$ cat src/rtl/ext_pipe.sv
// ext_pipe: immediate-extension unit with a small result FIFO.
//
// A request (imm, eop, tag) is accepted on in_valid & in_ready. The immediate is
// extended combinationally according to eop and {data, tag, err} is written into
// the FIFO tail on the rising edge. Results drain through out_valid / out_ready.
//
// Ports:
//   clk        rising-edge clock
//   reset      asynchronous active-low reset
//   in_valid   request present
//   in_ready   request accepted when high together with in_valid
//   imm        immediate, IMM_W bits
//   eop        extension mode (000 sext, 001 zext, 010 load-upper,
//              011 sext<<SHAMT, 100 zext<<SHAMT, others illegal)
//   tag        sideband tag, returned with the result
//   out_valid  FIFO head valid
//   out_ready  consumer takes head this cycle
//   out_data   extended result at head (0 when out_valid=0)
//   out_tag    tag at head (0 when out_valid=0)
//   out_err    head came from an illegal eop (0 when out_valid=0)
//   count      FIFO occupancy
module ext_pipe #(
    parameter int unsigned IMM_W  = 16,
    parameter int unsigned DATA_W = 32,
    parameter int unsigned SHAMT  = 2,
    parameter int unsigned TAG_W  = 5,
    parameter int unsigned DEPTH  = 2
) (
    input  logic                     clk,
    input  logic                     reset,
    input  logic                     in_valid,
    output logic                     in_ready,
    input  logic [IMM_W-1:0]         imm,
    input  logic [2:0]               eop,
    input  logic [TAG_W-1:0]         tag,
    output logic                     out_valid,
    input  logic                     out_ready,
    output logic [DATA_W-1:0]        out_data,
    output logic [TAG_W-1:0]         out_tag,
    output logic                     out_err,
    output logic [$clog2(DEPTH):0]   count
);

    localparam int unsigned PTR_W = $clog2(DEPTH);
    localparam int unsigned CNT_W = PTR_W + 1;
    localparam int unsigned U     = DATA_W - IMM_W;

    localparam logic [CNT_W-1:0] FULL_CNT = CNT_W'(DEPTH);

    // Extension datapath
    logic [DATA_W-1:0] sext;
    logic [DATA_W-1:0] zext;
    logic [DATA_W-1:0] ext_data;
    logic              ext_err;

    always_comb begin
        zext     = DATA_W'(imm);
        sext     = DATA_W'($signed(imm));
        ext_data = '0;
        ext_err  = 1'b0;
        case (eop)
            3'b000:  ext_data = sext;
            3'b001:  ext_data = zext;
            3'b010:  ext_data = zext << U;
            3'b011:  ext_data = sext << SHAMT;
            3'b100:  ext_data = zext << SHAMT;
            default: begin
                ext_data = '0;
                ext_err  = 1'b1;
            end
        endcase
    end

    // FIFO control
    logic [PTR_W-1:0] wr_ptr_q, wr_ptr_d;
    logic [PTR_W-1:0] rd_ptr_q, rd_ptr_d;
    logic [CNT_W-1:0] count_q, count_d;
    logic             in_fire;
    logic             out_fire;
    logic             full;

    always_comb begin
        out_valid = (count_q != '0);
        out_fire  = out_valid & out_ready;
        full      = (count_q == FULL_CNT);
        // A pop frees the slot the push needs, so a full FIFO still accepts.
        in_ready  = ~full | out_fire;
        in_fire   = in_valid & in_ready;

        wr_ptr_d = wr_ptr_q;
        rd_ptr_d = rd_ptr_q;
        count_d  = count_q;
        if (in_fire) begin
            wr_ptr_d = wr_ptr_q + PTR_W'(1);
        end
        if (out_fire) begin
            rd_ptr_d = rd_ptr_q + PTR_W'(1);
        end
        case ({in_fire, out_fire})
            2'b10:   count_d = count_q + CNT_W'(1);
            2'b01:   count_d = count_q - CNT_W'(1);
            default: count_d = count_q;
        endcase
    end

    always_ff @(posedge clk or negedge reset) begin
        if (!reset) begin
            wr_ptr_q <= '0;
            rd_ptr_q <= '0;
            count_q  <= '0;
        end else begin
            wr_ptr_q <= wr_ptr_d;
            rd_ptr_q <= rd_ptr_d;
            count_q  <= count_d;
        end
    end

    // Storage needs no reset; the head is masked whenever the FIFO is empty.
    logic [DATA_W-1:0] mem_data [DEPTH];
    logic [TAG_W-1:0]  mem_tag  [DEPTH];
    logic              mem_err  [DEPTH];

    always_ff @(posedge clk) begin
        if (in_fire) begin
            mem_data[wr_ptr_q] <= ext_data;
            mem_tag[wr_ptr_q]  <= tag;
            mem_err[wr_ptr_q]  <= ext_err;
        end
    end

    always_comb begin
        out_data = '0;
        out_tag  = '0;
        out_err  = 1'b0;
        if (out_valid) begin
            out_data = mem_data[rd_ptr_q];
            out_tag  = mem_tag[rd_ptr_q];
            out_err  = mem_err[rd_ptr_q];
        end
        count = count_q;
    end

endmodule

$ cat config.mk
export PLATFORM = sky130hd
export DESIGN_NAME = ext_pipe
export DESIGN_NICKNAME = d
export VERILOG_FILES = /design/src/rtl/ext_pipe.sv
export SDC_FILE = /design/constraint.sdc
export NUM_CORES = 1
export LEC_CHECK = 0
export CAP_MARGIN = 20
export CELL_PAD_IN_SITES_DETAIL_PLACEMENT = 0
export CELL_PAD_IN_SITES_GLOBAL_PLACEMENT = 2
export CORE_ASPECT_RATIO = 0.75
export CORE_UTILIZATION = 37
export CTS_BUF_LIST = sky130_fd_sc_hd__clkbuf_4 sky130_fd_sc_hd__clkbuf_8
export DETAILED_ROUTE_END_ITERATION = 10
export PLACE_DENSITY_LB_ADDON = 0.1
export SYNTH_ARGS = -nofsm -noshare
export SYNTH_HDL_FRONTEND = slang
export SYNTH_SLANG_ARGS = --single-unit
$ cat constraint.sdc
create_clock -name clk -period 3.6 [get_ports clk]
set_clock_uncertainty 0.15 [all_clocks]
set_input_delay 0.54 -clock clk [delete_from_list [all_inputs] [get_ports clk]]
set_output_delay 0.54 -clock clk [all_outputs]
set_load 0.02 [all_outputs]
==> out/metrics.yaml <==
status: "complete, no violations"
tns_ns: 0
tightest_slew_ns: 0.646
fin_crit_ns: 2.93
ir_worst_vdd_v: 0.000363
max-cap-violations: 0
ys.warnings.count: 0
worstPathMaxFanout: 17
cts_setup_buffers: 0
h-tree-depth: 3
combPwrFrac: 0.446
finalNonFillerCells: 483
setup_ws_ns: 0.668
wl_per_cell_um: 16.0
cts_resized: 0
r2r.worst_path.cells: 3
power_per_cell_area_mw_per_mm2: 786
cts.sinks: 80
yosys.area_share.simple: 0.0842
power_switching_uw: 1310
ys.flop_type: "edfxtp_1"
p_seq_frac: 0.374
syn_area_mm2: 0.00373
ioPinCount: 70
synth_cell_types: 33
cts_tree: "yes"
use_met2: 0.237
r2r_start: "count[1]"
p_int_uw: 2390
use_met3: 0.0459
synth_top_family_by_area: "compound AO/OA/AOI/OAI gates"
critical_path_required_ns: 2.91
synth_compound_area_frac: 0.115
grt_max_degree: 39
grt-ovfl-total: 0
synth_nets: 308
drtIter0Drc: 169
cts_buffers: 9
setup_violations: 0
synthArstFlopShare: 0.0500
core_region_area_mm2: 0.00974
grt_pass1_wl_mm: 12.2
drc_errors: 0
port_buffers: 69
path_delay_family: "buffers and inverters"
drive_gt1_frac: 0.0997
ys_top_cells_by_area: "edfxtp_1, mux2i_1, nor2_1"
p_clk_frac: 0.180
crit_buf_inv: 2
min_path_type: "primary input to async pin"
grt.busiest_layer: "met2"
yosysSeqAreaShare: 0.639
fin_util: 0.484
synth_xor_area_frac: 0.0117
synthesis.instances: 279
ant_nets: 0
fmaxAchievable_mhz: 341
hold_buffers: 0
synthAdderAreaFrac: 0.00335
worstPathArrival_ns: 2.24
grt_antenna_before_repair: 0
reg2reg_to: "mem_data[1][30]"
p_sw_frac: 0.354
gp_congestion: 0.726
die_w_um: 118
via_per_inst: 4.97
routed_wl_mm: 7.72
drtPass1Iterations: 6
n_antenna_cell: 0
synth_edf_count: 76
synth_mux_area_frac: 0.102
syn_area_per_cell_um2: 13.4
clk_pin_slew_ns: 0.08
ys_ff_latch: 80
netlist.area_leader.share: 0.612
synth_top_area_cell: "edfxtp_1"
met1_usage: 0.217
cp_slowest_cell: "dfrtp_2"
path_cells: "buf_4, mux2i_1, nor2_1, clkdlybuf4s50_1"
cts_max_path_buffers: 2
grt.total_usage: 0.157
dp.cells: 467
vias: 2399
dieArea_mm2: 0.0105
die_y_um: 89.0
final_max_slew_viol_count: 0
fin_crit_sh: 0.814
rows: 31
rsz0062_at_grt: "false"
cp-start-kind: "flop"
max_stage_delay_ns: 0.67
hold_viol: 0
relSlewSlack: 0.568
hpwl_mm: 5.29
crit_type: "flop to output port"
clk_latency_ns: 0.35
start_util: 0.383
grt_pass1_vias: 2319
nets: 375
area_delta_synth_final_pct: 26.4
whs_ns: 0.235
leakage_uw: 0.00175
dp_slack_ns: 0.908
cts_root_buf: "clkbuf_8"
reg2reg_slack_ns: 1.60
worst_setup_path_end_kind: "output port"
-- cells in the mapped netlist, drive strengths merged (2+ instances only) --
cell type and n:
edfxtp 76, nor2 44, mux2i 38, buf 21
nand2 15, a21o 14, a21oi 14, o2bb2ai 14
a22oi 13, dfrtp 4, and3 3, inv 3
xnor2 3, nand2b 2, nand3 2, xor2 2
-- registers in the layout, indices dropped and copies added (netlist names) --
register	flops
wr_ptr_q	1
mem_data	64
count	2
mem_tag	10
rd_ptr_q	1
mem_err	2
-- through the flow --
step                      area [µm²]  power, µW
after floorplan                 3730       2390
after global placement          4510       3080
after detailed placement        4510       3090
after CTS                       4710       3760
after global routing            4710       3930
final                           4710       3710
-- final cells by class --
cell class,count,area [µm²]
Sequential cell,80,2380
Inverter,3,11.3
Tap cell,132,165
Multi-Input combinational cell,174,1190
Clock inverter,4,53.8
Timing Repair Buffer,78,758
Clock buffer,12,153
Fill cell,901,5020
-- power by group through the flow --
stage	sequential [µW]	combinational, µW	clock, µW
3_5_place_dp	1410	1680	0
4_1_cts	1390	1680	685
6_report	1390	1650	666
2_1_floorplan	1370	1020	0
3_3_place_gp	1410	1670	0
5_1_grt	1420	1790	723
-- cells in the final DEF, fill, tap and decap left out, drive strengths merged, types with 3 or more instances in the layout --
master          n
clkbuf         12
clkdlybuf4s50  69
mux2i          38
nor2           44
a21o           14
buf             9
edfxtp         76
o2bb2ai        14
a22oi          13
inv             3
dfrtp           4
nand2          15
a21oi          14
and3            3
xnor2           3
-- worst max path at each step --
stage | startpoint | end | slack [ns] | cells after the start
after floorplan | count[1] | mem_data[0][0] | 0.55 | 3
after global placement | eop[1] | mem_data[0][11] | 1.0 | 4
after detailed placement | eop[1] | mem_data[0][12] | 0.91 | 4
after CTS | rd_ptr_q | out_data[24] | 0.61 | 4
after global routing | rd_ptr_q | out_data[27] | 0.50 | 4
final | rd_ptr_q | out_data[28] | 0.67 | 4
-- routing by layer --
metal,wire [µm],share of wire
met1,3940,0.51
met2,3350,0.43
met3,338,0.044
met4,92,0.012
met5,0,0
-- cell families (layout without fill, tap and decap cells) --
logic type	Yosys count	in the layout
buf+inv	25	97
mux	38	38
simple gates	70	70
xor+xnor	5	5
compound gates	60	60
fa+ha+maj	1	1
flops	80	80
Note: power is estimated with default switching activity, not from simulation.
